File: config.mk
export PLATFORM = sky130hd
export DESIGN_NAME = dispatch_ctrl_flat
export DESIGN_NICKNAME = d
export VERILOG_FILES = /design/src/rtl/dispatch_ctrl_if.sv /design/src/rtl/dispatch_ctrl.sv /design/src/flat_wrapper.sv
export SDC_FILE = /design/constraint.sdc
export NUM_CORES = 1
export LEC_CHECK = 0
export BUFFER_PORTS_ARGS = -buffer_cell sky130_fd_sc_hd__buf_2
export CELL_PAD_IN_SITES_DETAIL_PLACEMENT = 1
export CELL_PAD_IN_SITES_GLOBAL_PLACEMENT = 2
export CORE_ASPECT_RATIO = 0.9
export CORE_MARGIN = 2
export CORE_UTILIZATION = 48
export DETAILED_ROUTE_END_ITERATION = 8
export GPL_TIMING_DRIVEN = 0
export PLACE_DENSITY = 0.85
export SLEW_MARGIN = 0
export SYNTH_ARGS = -nofsm -noshare
export SYNTH_HDL_FRONTEND = slang
export SYNTH_SLANG_ARGS = --single-unit
File: constraint.sdc
create_clock -name clk -period 5.85 [get_ports clk]
set_input_delay 0.2925 -clock clk [delete_from_list [all_inputs] [get_ports clk]]
set_output_delay 0.2925 -clock clk [all_outputs]
set_load 0.02 [all_outputs]
File: src/rtl/dispatch_ctrl_if.sv
`default_nettype none
// ============================================================================
// Module  : dispatch_ctrl_if
// Brief   : Fetcher, resource-status, flush and decode signals of dispatch_ctrl.
// Revision: 1.0
// ============================================================================
interface dispatch_ctrl_if;
  logic        in_fetcher_valid;
  logic [31:0] in_fetcher_instr;
  logic [31:0] in_fetcher_pc;
  logic        in_fetcher_jump_ce;
  logic        out_fetcher_ready;
  logic        in_rob_full;
  logic        in_rs_full;
  logic        in_lsb_full;
  logic        in_rob_flush;
  logic        out_decode_valid;
  logic [31:0] out_decode_instr;
  logic [31:0] out_decode_pc;
  logic        out_decode_jump_ce;
  logic [1:0]  out_stall_reason;

  modport master (
    output in_fetcher_valid, in_fetcher_instr, in_fetcher_pc, in_fetcher_jump_ce,
    output in_rob_full, in_rs_full, in_lsb_full, in_rob_flush,
    input  out_fetcher_ready, out_decode_valid, out_decode_instr, out_decode_pc,
    input  out_decode_jump_ce, out_stall_reason
  );

  modport slave (
    input  in_fetcher_valid, in_fetcher_instr, in_fetcher_pc, in_fetcher_jump_ce,
    input  in_rob_full, in_rs_full, in_lsb_full, in_rob_flush,
    output out_fetcher_ready, out_decode_valid, out_decode_instr, out_decode_pc,
    output out_decode_jump_ce, out_stall_reason
  );
endinterface
`default_nettype wire

File: src/rtl/dispatch_ctrl.sv
`default_nettype none
// ============================================================================
// Module  : dispatch_ctrl
// Brief   : Instruction queue that classifies the head and dispatches to RS/LSB.
// Revision: 1.0
// ============================================================================
module dispatch_ctrl #(
  parameter int IQ_DEPTH = 4
) (
  input  wire logic       clk,
  input  wire logic       rst,
  input  wire logic       rdy,
  dispatch_ctrl_if.slave  bus
);

  localparam int PW = $clog2(IQ_DEPTH);
  localparam logic [PW:0]   CNT_ONE  = (PW+1)'(1);
  localparam logic [PW:0]   CNT_FULL = (PW+1)'(IQ_DEPTH);
  localparam logic [PW-1:0] PTR_ONE  = PW'(1);

  typedef enum logic [1:0] {
    RUN   = 2'd0,
    STALL = 2'd1,
    FLUSH = 2'd2
  } state_t;

  state_t        state_q, state_d;
  logic [PW-1:0] head_q, head_d;
  logic [PW-1:0] tail_q, tail_d;
  logic [PW:0]   count_q, count_d;
  logic          dec_valid_q, dec_valid_d;
  logic [31:0]   dec_instr_q, dec_instr_d;
  logic [31:0]   dec_pc_q, dec_pc_d;
  logic          dec_jce_q, dec_jce_d;
  logic [1:0]    stall_q, stall_d;

  logic [31:0]   mem_instr [IQ_DEPTH];
  logic [31:0]   mem_pc    [IQ_DEPTH];
  logic          mem_jce   [IQ_DEPTH];

  logic [31:0]   head_instr;
  logic [31:0]   head_pc;
  logic          head_jce;
  logic          is_rs, is_lsb, is_inv;
  logic          not_empty, flush, ready;
  logic          pending, res_blocked, dispatch, drop, push, pop;

  assign head_instr = mem_instr[head_q];
  assign head_pc    = mem_pc[head_q];
  assign head_jce   = mem_jce[head_q];

  always_comb begin
    is_rs  = 1'b0;
    is_lsb = 1'b0;
    case (head_instr[6:0])
      7'b0000011, 7'b0100011: is_lsb = 1'b1;
      7'b0110111, 7'b0010111, 7'b1101111, 7'b1100111,
      7'b1100011, 7'b0010011, 7'b0110011: is_rs = 1'b1;
      default: ;
    endcase
  end
  assign is_inv = !is_rs && !is_lsb;

  assign not_empty   = (count_q != '0);
  assign flush       = bus.in_rob_flush;
  // No full bypass: a same-cycle pop does not make room for a push.
  assign ready       = (count_q != CNT_FULL) && (state_q != FLUSH);
  assign pending     = not_empty && !is_inv && (state_q != FLUSH);
  assign res_blocked = bus.in_rob_full || (is_rs && bus.in_rs_full) ||
                       (is_lsb && bus.in_lsb_full);
  assign dispatch    = rdy && !flush && pending && !res_blocked;
  assign drop        = rdy && !flush && not_empty && is_inv && (state_q != FLUSH);
  assign pop         = dispatch || drop;
  assign push        = rdy && !flush && bus.in_fetcher_valid && ready;

  always_comb begin
    head_d      = head_q;
    tail_d      = tail_q;
    count_d     = count_q;
    state_d     = state_q;
    dec_valid_d = 1'b0;
    dec_instr_d = dec_instr_q;
    dec_pc_d    = dec_pc_q;
    dec_jce_d   = dec_jce_q;
    stall_d     = 2'd0;

    if (push) tail_d = tail_q + PTR_ONE;
    if (pop)  head_d = head_q + PTR_ONE;
    case ({push, pop})
      2'b10:   count_d = count_q + CNT_ONE;
      2'b01:   count_d = count_q - CNT_ONE;
      default: count_d = count_q;
    endcase

    if (dispatch) begin
      dec_valid_d = 1'b1;
      dec_instr_d = head_instr;
      dec_pc_d    = head_pc;
      dec_jce_d   = head_jce;
    end

    // ROB is reported ahead of the class-specific resource.
    if (pending) begin
      if (bus.in_rob_full)                stall_d = 2'd1;
      else if (is_rs && bus.in_rs_full)   stall_d = 2'd2;
      else if (is_lsb && bus.in_lsb_full) stall_d = 2'd3;
    end

    case (state_q)
      RUN:     if (pending && !dispatch) state_d = STALL;
      STALL:   if (dispatch || !not_empty) state_d = RUN;
      FLUSH:   state_d = RUN;
      default: state_d = RUN;
    endcase

    if (flush) begin
      head_d      = '0;
      tail_d      = '0;
      count_d     = '0;
      state_d     = FLUSH;
      dec_valid_d = 1'b0;
      stall_d     = 2'd0;
    end
  end

  always_ff @(posedge clk or posedge rst) begin
    if (rst) begin
      state_q     <= RUN;
      head_q      <= '0;
      tail_q      <= '0;
      count_q     <= '0;
      dec_valid_q <= 1'b0;
      dec_instr_q <= 32'h0;
      dec_pc_q    <= 32'h0;
      dec_jce_q   <= 1'b0;
      stall_q     <= 2'd0;
    end else if (rdy) begin
      state_q     <= state_d;
      head_q      <= head_d;
      tail_q      <= tail_d;
      count_q     <= count_d;
      dec_valid_q <= dec_valid_d;
      dec_instr_q <= dec_instr_d;
      dec_pc_q    <= dec_pc_d;
      dec_jce_q   <= dec_jce_d;
      stall_q     <= stall_d;
    end
  end

  // Storage needs no reset: entries are only read while count covers them.
  always_ff @(posedge clk) begin
    if (push) begin
      mem_instr[tail_q] <= bus.in_fetcher_instr;
      mem_pc[tail_q]    <= bus.in_fetcher_pc;
      mem_jce[tail_q]   <= bus.in_fetcher_jump_ce;
    end
  end

  assign bus.out_fetcher_ready  = ready;
  assign bus.out_decode_valid   = dec_valid_q;
  assign bus.out_decode_instr   = dec_instr_q;
  assign bus.out_decode_pc      = dec_pc_q;
  assign bus.out_decode_jump_ce = dec_jce_q;
  assign bus.out_stall_reason   = stall_q;

endmodule
`default_nettype wire

File: src/flat_wrapper.sv
// flat-port wrapper written by rule: the top's interface ports become plain ports
module dispatch_ctrl_flat 
#(
  parameter int IQ_DEPTH = 4
)
  (clk, rst, rdy, bus_in_fetcher_valid, bus_in_fetcher_instr, bus_in_fetcher_pc, bus_in_fetcher_jump_ce, bus_in_rob_full, bus_in_rs_full, bus_in_lsb_full, bus_in_rob_flush, bus_out_fetcher_ready, bus_out_decode_valid, bus_out_decode_instr, bus_out_decode_pc, bus_out_decode_jump_ce, bus_out_stall_reason);
  dispatch_ctrl_if bus_i ();
  input  wire logic clk;
  input  wire logic rst;
  input  wire logic rdy;
  input wire logic [$bits(bus_i.in_fetcher_valid)-1:0] bus_in_fetcher_valid;
  input wire logic [$bits(bus_i.in_fetcher_instr)-1:0] bus_in_fetcher_instr;
  input wire logic [$bits(bus_i.in_fetcher_pc)-1:0] bus_in_fetcher_pc;
  input wire logic [$bits(bus_i.in_fetcher_jump_ce)-1:0] bus_in_fetcher_jump_ce;
  input wire logic [$bits(bus_i.in_rob_full)-1:0] bus_in_rob_full;
  input wire logic [$bits(bus_i.in_rs_full)-1:0] bus_in_rs_full;
  input wire logic [$bits(bus_i.in_lsb_full)-1:0] bus_in_lsb_full;
  input wire logic [$bits(bus_i.in_rob_flush)-1:0] bus_in_rob_flush;
  output wire logic [$bits(bus_i.out_fetcher_ready)-1:0] bus_out_fetcher_ready;
  output wire logic [$bits(bus_i.out_decode_valid)-1:0] bus_out_decode_valid;
  output wire logic [$bits(bus_i.out_decode_instr)-1:0] bus_out_decode_instr;
  output wire logic [$bits(bus_i.out_decode_pc)-1:0] bus_out_decode_pc;
  output wire logic [$bits(bus_i.out_decode_jump_ce)-1:0] bus_out_decode_jump_ce;
  output wire logic [$bits(bus_i.out_stall_reason)-1:0] bus_out_stall_reason;
  assign bus_i.in_fetcher_valid = bus_in_fetcher_valid;
  assign bus_i.in_fetcher_instr = bus_in_fetcher_instr;
  assign bus_i.in_fetcher_pc = bus_in_fetcher_pc;
  assign bus_i.in_fetcher_jump_ce = bus_in_fetcher_jump_ce;
  assign bus_i.in_rob_full = bus_in_rob_full;
  assign bus_i.in_rs_full = bus_in_rs_full;
  assign bus_i.in_lsb_full = bus_in_lsb_full;
  assign bus_i.in_rob_flush = bus_in_rob_flush;
  assign bus_out_fetcher_ready = bus_i.out_fetcher_ready;
  assign bus_out_decode_valid = bus_i.out_decode_valid;
  assign bus_out_decode_instr = bus_i.out_decode_instr;
  assign bus_out_decode_pc = bus_i.out_decode_pc;
  assign bus_out_decode_jump_ce = bus_i.out_decode_jump_ce;
  assign bus_out_stall_reason = bus_i.out_stall_reason;
  dispatch_ctrl #(.IQ_DEPTH(IQ_DEPTH)) u_core (.clk(clk), .rst(rst), .rdy(rdy), .bus(bus_i));
endmodule
==> results of run 1 <==
==> sequential cells by signal, indices dropped and copies added (netlist names) <==
name                           cells
u_core.bus.out_decode_pc          32
u_core.state_q                     2
u_core.tail_q                      2
u_core.mem_pc                    128
u_core.bus.out_stall_reason        2
u_core.head_q                      2
u_core.bus.out_decode_valid        1
u_core.bus.out_decode_jump_ce      1
u_core.mem_jce                     4
u_core.bus.out_decode_instr       32
u_core.mem_instr                 128
u_core.count_q                     3
==> per-stage QoR <==
step,setup WS [ns],cells
after floorplan,2.50,582
after CTS,1.88,1194
final,1.90,1194
after detailed placement,1.94,1075
after global placement,1.13,1070
after global routing,1.72,1194
==> cell usage in the layout, fill, tap and decap left out, types with 3 or more instances in the layout <==
master,synthesis,routed
clkbuf_1,14,22
bufinv_16,0,4
buf_2,3,143
mux2_2,26,26
nor2b_1,3,3
nor2_1,11,11
or2_2,3,3
mux2_1,37,37
and2_4,0,4
nand2_1,9,9
inv_1,10,9
clkinv_2,0,9
a21o_1,5,5
and3_1,3,3
dfrtp_1,77,77
mux4_2,63,63
buf_16,0,4
buf_4,5,5
edfxtp_1,260,260
o21ai_0,5,5
ha_1,4,4
dlygate4sd3_1,0,55
nand3_1,3,3
a21oi_1,3,3
clkbuf_16,0,36
clkbuf_8,0,3
==> what timing repair did <==
| item | CTS | global route |
|---|---|---|
| hold buffers | 55 | 0 |
| endpoints found under the hold margin | 242 | 0 |
| endpoints found under the setup margin | 0 | 0 |
| buffers inserted | 0 | 0 |
==> layer usage <==
layer | global-route usage (%) | up-vias | wire [um]
met5 | 0 | - | 0
li1 | - | 2817 | -
met4 | 7.10 | 0 | 698
met3 | 3.75 | 54 | 1380
met1 | 26.6 | 3488 | 11500
met2 | 37.5 | 200 | 14700
==> cells in the mapped netlist (2+ instances only) <==
library cell,number
mux4_2,63
buf_6,2
nor2_1,11
mux2_2,26
clkbuf_1,14
mux2_1,37
buf_2,3
nor4_1,2
nor3_1,2
a21o_1,5
nor2b_1,3
nand2_1,9
edfxtp_1,260
ha_1,4
a22o_1,2
a21oi_1,3
mux4_1,2
and2_1,4
or4_1,2
dfrtp_1,77
and3_1,3
or2_2,3
xnor2_1,2
o21ai_0,5
o22ai_1,2
inv_1,10
buf_4,5
nand3_1,3
==> worst min-delay path by stage <==
stage,startpoint,to,slack [ns],cells past startpoint
global route,bus_in_fetcher_instr[10],u_core.mem_instr[3][10],0.001,1
global placement,u_core.bus.out_decode_instr[1],u_core.bus.out_decode_instr[1],0.45,1
detailed placement,rst,u_core.bus.out_decode_instr[18],0.38,2
CTS,bus_in_fetcher_instr[10],u_core.mem_instr[2][10],0.0009,1
floorplan,bus_in_rob_flush,u_core.head_q[0],0.38,1
finish,bus_in_fetcher_pc[12],u_core.mem_pc[2][12],0.01,1
==> cell families after synthesis <==
group / share of synthesized area, %
muxes: 17.3
xor gates and xnor gates: 0.139
and+or+nand+nor: 1.86
adders and majority gates: 0.555
AOI/OAI and AO/OA: 1.65
buffers and inverters: 1.37
DFF: 77.1
==> power by group <==
part / internal, W / switching, W / total [W]
combinational: 0.000486 / 0.000540 / 0.00103
clock: 0.00135 / 0.000898 / 0.00225
sequential: 0.00273 / 0.0000877 / 0.00282
total: 0.00457 / 0.00153 / 0.00609
==> area by class of cell <==
cell class	instances	area share (%)
plain buffers	25	0.840
clock inverters	17	1.29
repair buffers	200	8.84
well taps	348	2.79
clock buffers	47	6.22
flip-flops and latches	337	62.3
inverters	11	0.280
multi-input cells	209	17.5
==> critical path: cells and delay by family (launching register included) <==
kind                       cells  cell delay (ns)
buffers and inverters          2             0.75
adders and majority gates      1             0.44
muxes                          1             0.49
DFF                            1             0.42
AOI/OAI and AO/OA              4             0.61
and+or+nand+nor                4             1.17
==> metrics.yaml, run 1 <==
hold_path:
  hold_path.class: "in2reg"
power_and_ir_drop:
  power_w: 0.00609
  leakagePower_nw: 6.02
  ir_drop_v: 0.000374
  p_per_area_nw_per_um2: 390
setup_path:
  cp_cell_sequence: "clkbuf_1, mux4_2, nor4_1, or2_2, a21o_1, buf_6, nor2_1, fa_1, or3_1, a211oi_1, a211o_1, a22o_1"
  worst-path-max-fanout: 10
  cp-endpoint: "u_core.count_q[2]"
  critPathCaptureType: "flop"
  cpPeakStageDelay_ns: 0.61
  reg2reg_depth: 12
  cp-start-kind: "flop"
  worst_ep_arrival_time_ns: 4.39
  cp-startpoint: "u_core.head_q[1]"
  cp_slowest_cell: "clkbuf_1"
  cp_data_required_time_ns: 6.29
  r2r_start: "u_core.head_q[1]"
  ff2ff_setup_slack_ns: 1.90
  r2r_end: "u_core.count_q[2]"
  critical_path_class: "reg2reg"
synthesis:
  synth_warnings: 0
  ys_types: 46
  syn-instance-count: 582
  synthArstFlopShare_pct: 22.8
  synth_area_leader_cell: "edfxtp_1"
  synth_edf_count: 260
  ys_seq_area_share_pct: 77.1
  synth_flop_cell: "edfxtp_1"
  synth.area.top_cells: "edfxtp_1, dfrtp_1, mux4_2"
  syn-num-nets: 660
  syn_avg_cell_area_sq_um: 21.7
  ys_ff_latch: 337
  synth_top_area_share_pct: 61.8
  syn-cell-area_sq_um: 12600
clock_tree:
  numCtsBuffers: 35
  ctsResizeCount: 0
  cts_tree: "yes"
  cts.sinks: 337
  max-clock-path-buffers: 3
  clkTransAtPathRegs_ns: 0.06
  cts_root_buffer: "clkbuf_16"
  cts_htree_levels: 2
  clk_latency_ns: 0.52
route:
  vias: 6559
  viasPerCell: 5.49
  drc: 0
  wl_per_cell_um: 23.6
  ant_nets: 0
  firstDrtPassIters: 5
  drt-initial-drc-count: 415
  routed_wl_um: 28200
sta:
  fin_crit_ns: 3.95
  hold_viol: 0
  finalMaxSlewViolations: 0
  slew_headroom_pct: 37.5
  whs_ns: 0.0129
  setup_viol: 0
  skew_ns: 0.0222
  fmax_ghz: 0.253
  rsz0062_at_grt: "false"
  tightest_slew_ns: 0.937
  post-route-period-util_pct: 67.5
  setup_tns_ns: 0
global_routing:
  grt_max_degree: 43
  grt_pass1_wl_um: 43500
  antenna_found_initial: 0
  overflow: 0
  track_usage_pct: 21.1
  grt_pass1_vias: 7481
final_layout:
  final_layout_size_suffix_gt1_share_pct: 37.0
  multiInputGateArea_sq_um: 2730
  area_delta_synth_final_pct: 23.8
  finish.utilization_pct: 60.1
  n_fill_cell: 2275
  regArea_sq_um: 9730
  fin_area_sq_um: 15600
  final_nets: 897
  diodes: 0
place:
  post-dp-hpwl_um: 16900
  dpl_cell_area_sq_um: 13900
  io_buffers: 140
  place.gp.congestion: 0.758
floorplanning:
  fp.dieW_um: 175
  start_util_pct: 48.6
  core_area_sq_um: 26000
  fp.dieArea_sq_um: 27600
  die_height_um: 158
  pin_count: 142
  rows: 56
run:
  cap_violations: 0
run_status:
  status: "finished clean"
(Power assumes the default switching activity.)
==> run 2: changes to the inputs <==
--- a/config.mk
+++ b/config.mk
@@ -10,10 +10,10 @@
 export CELL_PAD_IN_SITES_GLOBAL_PLACEMENT = 2
 export CORE_ASPECT_RATIO = 0.9
 export CORE_MARGIN = 2
-export CORE_UTILIZATION = 48
+export CORE_UTILIZATION = 45
 export DETAILED_ROUTE_END_ITERATION = 8
 export GPL_TIMING_DRIVEN = 0
-export PLACE_DENSITY = 0.85
+export PLACE_DENSITY = 0.8
 export SLEW_MARGIN = 0
 export SYNTH_ARGS = -nofsm -noshare
 export SYNTH_HDL_FRONTEND = slang
==> constraint.sdc (replaced) <==
create_clock -name clk -period 3.95 [get_ports clk]
set_input_delay 0.1975 -clock clk [delete_from_list [all_inputs] [get_ports clk]]
set_output_delay 0.1975 -clock clk [all_outputs]
set_load 0.02 [all_outputs]
==> metrics.yaml, run 2 (synthesis results as in run 1) <==
clock_tree:
  cts_tree: "yes"
  numCtsBuffers: 36  # +2.9%
  cts.sinks: 337  # unchanged
  clkTransAtPathRegs_ns: 0.06  # about the same
  cts_htree_levels: 2  # unchanged
  cts_root_buffer: "clkbuf_16"
  max-clock-path-buffers: 3  # unchanged
  cts_setup_buffers: 0  # unchanged
  clk_latency_ns: 0.51  # about the same
sta:
  skew_ns: 0.0117  # -0.0105 ns
  slew_headroom_pct: 38.0  # +0.45 points
  rsz0062_at_grt: "false"
  hold_viol: 0  # unchanged
  fin_crit_ns: 3.72  # -0.232 ns
  setup_ws_ns: 0.230  # -1.67 ns
  post-route-period-util_pct: 94.2  # +27 points
  setup_viol: 0  # unchanged
  fmax_ghz: 0.269  # +6.2%
  finalMaxSlewViolations: 0  # unchanged
  tightest_slew_ns: 0.930  # -0.00679 ns
power_and_ir_drop:
  leakagePower_nw: 6.09  # +1.3%
  power_w: 0.00906  # +49%
  ir_drop_v: 0.000441  # +18%
  p_per_area_nw_per_um2: 573  # +47%
global_routing:
  grt_pass1_vias: 7408  # -0.98%
  grt_pass1_wl_um: 42900  # -1.3%
  antenna_found_initial: 1  # +1
  overflow: 0  # unchanged
  track_usage_pct: 19.0  # -2.1 points
  grt_max_degree: 45  # +4.7%
route:
  drt-initial-drc-count: 387  # -6.7%
  ant_nets: 0  # unchanged
  routed_wl_um: 26800  # -4.9%
  viasPerCell: 5.30  # -3.6%
  vias: 6463  # -1.5%
  drc: 0  # unchanged
  wl_per_cell_um: 22.0  # -6.9%
  firstDrtPassIters: 4  # -1
floorplanning:
  core_area_sq_um: 27800  # +6.9%
  die_height_um: 163  # +3.2%
  start_util_pct: 45.4  # -3.1 points
  rows: 58  # +3.6%
  pin_count: 142  # unchanged
  fp.dieW_um: 181  # +3.2%
  fp.dieArea_sq_um: 29400  # +6.5%
hold_path:
  hold_path.class: "in2reg"
  holdPathStages: 2  # +1
setup_path:
  cp_slowest_cell: "mux4_1"
  cp_cell_sequence: "buf_6, mux4_1, nor4_1, or2_2, a21o_1, buf_6, nor2_1, fa_1, or3_1, a211oi_1, a211o_1, a22o_1"
  critPathCaptureType: "flop"
  ff2ff_setup_slack_ns: 0.23  # -1.67 ns
  crit_top_cell: "buf_6"
  cp-start-kind: "flop"
  worst_ep_arrival_time_ns: 4.17  # -0.22 ns
  cpPeakStageDelay_ns: 0.68  # +0.07 ns
  cp_data_required_time_ns: 4.40  # -1.89 ns
  worst-path-max-fanout: 10  # unchanged
  reg2reg_depth: 12  # unchanged
  critical_path_class: "reg2reg"
final_layout:
  most-common-layout-cells: "edfxtp_1, buf_2, dfrtp_1"
  multiInputGateArea_sq_um: 2730  # unchanged
  finish.utilization_pct: 56.8  # -3.3 points
  fin_area_sq_um: 15800  # +1.1%
  final_layout_size_suffix_gt1_share_pct: 37.0  # about the same
  n_fill_cell: 2458  # +8.0%
  reg.largest.list: "u_core.mem_instr x128, u_core.mem_pc x128"
  area_delta_synth_final_pct: 25.1
  layout_commonest_cell: "edfxtp_1"
  fin_cells: 1220  # +2.2%
  regArea_sq_um: 9730  # unchanged
  final_nets: 909  # +1.3%
place:
  place.gp.congestion: 0.751  # -0.98%
  post-dp-hpwl_um: 16600  # -1.9%
  dp_cells: 1087  # +1.1%
  pre_cts_ws_ns: 0.0580  # -1.89 ns
  io_buffers: 140  # unchanged
  dpl_cell_area_sq_um: 13900  # +0.16%
run_status:
  status: "finished clean"
run:
  cap_violations: 0  # unchanged
-- run 2: final cells by class --
class | count | area share (%)
Inverter | 11 | 0.277
Sequential cell | 337 | 61.6
Tap cell | 360 | 2.85
Clock inverter | 23 | 1.43
Clock buffer | 43 | 6.20
Multi-Input combinational cell | 209 | 17.3
Antenna cell | 1 | 0.0158
Buffer | 25 | 0.839
Timing Repair Buffer | 211 | 9.49
-- run 2: metrics by stage --
step                setup TNS [ns]  hold WS, ns
floorplan                        0        0.287
global placement           -190.64        0.407
detailed placement               0        0.305
CTS                              0       0.0138
global route                     0       0.0403
finish                           0       0.0395
-- run 2: critical path, delay by kind of cell, from the launching register on --
family / cells / cell delay (ns)
adder cells (fa/ha/maj): 1 / 0.45
buffers and inverters: 2 / 0.35
flip-flops: 1 / 0.44
multiplexers: 1 / 0.68
AND/OR/NAND/NOR: 4 / 1.14
AO/OA/AOI/OAI: 4 / 0.61
-- run 2: report_power, final --
group	internal [W]	switching [W]	leakage, nW	total, W
registers	0.00404	0.000127	3.40	0.00417
logic	0.000726	0.000776	2.09	0.00150
clock network	0.00204	0.00135	0.603	0.00339
-- run 2: repair_timing --
action                     4_1_cts  5_1_grt
setup endpoints to repair        0        1
hold buffers                    66        0
hold endpoints to repair       293        0
gates resized for setup          0        2
-- run 2: worst paths after layout --
| check | from | end |
|---|---|---|
| hold / removal | bus_in_rob_flush | u_core.head_q[0] |
| max in group asynchronous | rst | u_core.bus.out_stall_reason[1] |
| hold reg to reg | u_core.bus.out_decode_instr[0] | u_core.bus.out_decode_instr[0] |
| min in group asynchronous | rst | u_core.bus.out_decode_instr[29] |
| setup / recovery | u_core.head_q[0] | u_core.count_q[2] |
| setup reg to reg | u_core.head_q[0] | u_core.count_q[2] |
-- run 2: per-layer routing --
| metal | wire length, um | vias up | track usage, % | share of wire, % |
|---|---|---|---|---|
| met1 | 11500 | 3414 | 25.4 | 43 |
| li1 | - | 2846 | - | - |
| met2 | 13600 | 163 | 32.4 | 51 |
| met3 | 1220 | 40 | 3.64 | 4.5 |
| met4 | 486 | 0 | 4.84 | 1.8 |
| met5 | 0 | - | 0 | 0 |
==> run 3: changes to the inputs <==
==> constraint.sdc (replaced) <==
create_clock -name clk -period 3.6 [get_ports clk]
set_input_delay 0.18 -clock clk [delete_from_list [all_inputs] [get_ports clk]]
set_output_delay 0.18 -clock clk [all_outputs]
set_load 0.02 [all_outputs]
==> metrics.yaml, run 3 (synthesis results as in run 1) <==
run_status:
  status: "finished clean"
sta:
  skew_ns: 0.0109  # -0.000822 ns
  slew_headroom_pct: 37.1  # -0.87 points
  fmax_ghz: 0.287  # +6.6%
  fin_crit_ns: 3.49  # -0.230 ns
  post-route-period-util_pct: 96.9  # +2.8 points
  rsz0062_at_grt: "false"
  tightest_slew_ns: 0.943  # +0.0130 ns
  hold_viol: 0  # unchanged
  setup_viol: 0  # unchanged
  finalMaxSlewViolations: 0  # unchanged
final_layout:
  final_nets: 911  # +0.22%
  area_delta_synth_final_pct: 25.5
  regArea_sq_um: 9740  # about the same
  fin_cells: 1222  # +0.16%
  final_layout_size_suffix_gt1_share_pct: 37.9  # +0.84 points
  multiInputGateArea_sq_um: 2760  # +0.92%
  n_fill_cell: 2457  # -0.041%
  most-common-layout-cells: "edfxtp_1, buf_2, dfrtp_1"
  layout_commonest_cell: "edfxtp_1"
  reg.largest.list: "u_core.mem_instr x128, u_core.mem_pc x128"
route:
  viasPerCell: 5.29  # about the same
  drt-initial-drc-count: 383  # -1.0%
  wl_per_cell_um: 22.0  # about the same
  routed_wl_um: 26900  # +0.18%
  vias: 6469  # +0.093%
  ant_nets: 0  # unchanged
  firstDrtPassIters: 4  # unchanged
  drc: 0  # unchanged
hold_path:
  hold_path.class: "in2reg"
  holdPathStages: 3  # +1
setup_path:
  worst-path-max-fanout: 10  # unchanged
  reg2reg_depth: 13  # +1
  cp_cell_sequence: "buf_8, inv_4, mux4_2, or4b_4, a21o_1, a21o_1, buf_6, nor2_4, fa_2, or3_1, a211oi_1, a211o_1, a22o_1"
  worst-path-buf-inv: 3  # +1
  cp_top_family: "compound AO/OA/AOI/OAI gates"
  crit_top_cell: "a21o_1"
  cpPeakStageDelay_ns: 0.59  # -0.09 ns
  path_depth: 13  # +1
  cp-start-kind: "flop"
  critPathCaptureType: "flop"
  cp_data_required_time_ns: 4.00  # -0.40 ns
  cp_slowest_cell: "mux4_2"
  worst_ep_arrival_time_ns: 3.88  # -0.29 ns
  critical_path_class: "reg2reg"
clock_tree:
  cts.sinks: 337  # unchanged
  cts_tree: "yes"
  clkTransAtPathRegs_ns: 0.06  # about the same
  cts_root_buffer: "clkbuf_16"
  max-clock-path-buffers: 3  # unchanged
  clk_latency_ns: 0.51  # about the same
  numCtsBuffers: 36  # unchanged
  cts_htree_levels: 2  # unchanged
floorplanning:
  start_util_pct: 45.4  # unchanged
  core_area_sq_um: 27800  # unchanged
  rows: 58  # unchanged
  die_height_um: 163  # unchanged
  fp.dieArea_sq_um: 29400  # unchanged
  pin_count: 142  # unchanged
  fp.dieW_um: 181  # unchanged
power_and_ir_drop:
  p_per_area_nw_per_um2: 629  # +9.7%
  leakagePower_nw: 6.10  # about the same
  power_w: 0.00998  # +10%
  ir_drop_v: 0.000484  # +9.8%
global_routing:
  track_usage_pct: 19.0  # +0.033 points
  grt_pass1_vias: 7417  # +0.12%
  grt_pass1_wl_um: 43000  # about the same
  antenna_found_initial: 1  # unchanged
  grt_max_degree: 45  # unchanged
  overflow: 0  # unchanged
run:
  cap_violations: 0  # unchanged
place:
  dp_cells: 1087  # unchanged
  io_buffers: 140  # unchanged
  post-dp-hpwl_um: 16600  # unchanged
  place.gp.congestion: 0.751  # unchanged
[run 3: layout make-up]
class / count / share of cell area (%)
clock inverters: 23 / 1.42
flip-flops and latches: 337 / 61.4
plain buffers: 25 / 0.860
well taps: 360 / 2.84
clock buffers: 43 / 6.18
repair buffers: 213 / 9.57
inverters: 11 / 0.292
multi-input cells: 209 / 17.4
diodes: 1 / 0.0158
[run 3: timing repair]
action,4_1_cts,5_1_grt
endpoints found under the hold margin,295,0
pin swaps,0,3
endpoints found under the setup margin,38,1
buffers inserted,0,1
resized for setup,6,8
hold buffers,67,0
[run 3: metal layers]
layer / track usage (%) / vias to the layer above / wire length, um
li1: - / 2849 / -
met1: 25.4 / 3417 / 11500
met2: 32.5 / 164 / 13700
met3: 3.64 / 39 / 1210
met4: 4.84 / 0 / 479
met5: 0 / - / 0
[run 3: worst paths after layout]
path                                           startpoint                         endpoint  slack (ns)
max reg2reg                              u_core.head_q[0]                u_core.count_q[2]        0.11
max in group asynchronous                             rst                 u_core.head_q[0]        2.65
min                                       bus_in_rob_full   u_core.bus.out_stall_reason[1]        0.05
min in group asynchronous                             rst  u_core.bus.out_decode_instr[29]        0.28
max                                      u_core.head_q[0]                u_core.count_q[2]        0.11
min reg2reg                u_core.bus.out_decode_instr[0]   u_core.bus.out_decode_instr[0]        0.47
[run 3: through the flow]
stage,hold slack [ns],utilization [%],area [sq um],worst slack [ns],setup TNS [ns]
finish,0.0476,57.0,15900,0.110,0
global route,0.0435,57.0,15900,0.00107,0
CTS,0.0235,56.9,15800,0.0138,0
detailed placement,0.287,50.1,13900,-0.292,-1.35
global placement,0.389,49.6,13800,-1.09,-285.36
floorplan,0.269,-,12600,0.246,0
[run 3: power breakdown]
group | total, W | internal (W) | switching, W
logic | 0.00168 | 0.000810 | 0.000866
clock network | 0.00372 | 0.00224 | 0.00148
registers | 0.00458 | 0.00444 | 0.000142
[run 3: worst reg2reg max path, cell delays in order (launching register included)]
cell and delay (ns):
dfrtp_2 0.44, buf_8 0.17, inv_4 0.09, mux4_2 0.59, or4b_4 0.56, a21o_1 0.21
a21o_1 0.18, buf_6 0.14, nor2_4 0.11, fa_2 0.25, or3_1 0.12, a211oi_1 0.05
a211o_1 0.28, a22o_1 0.18
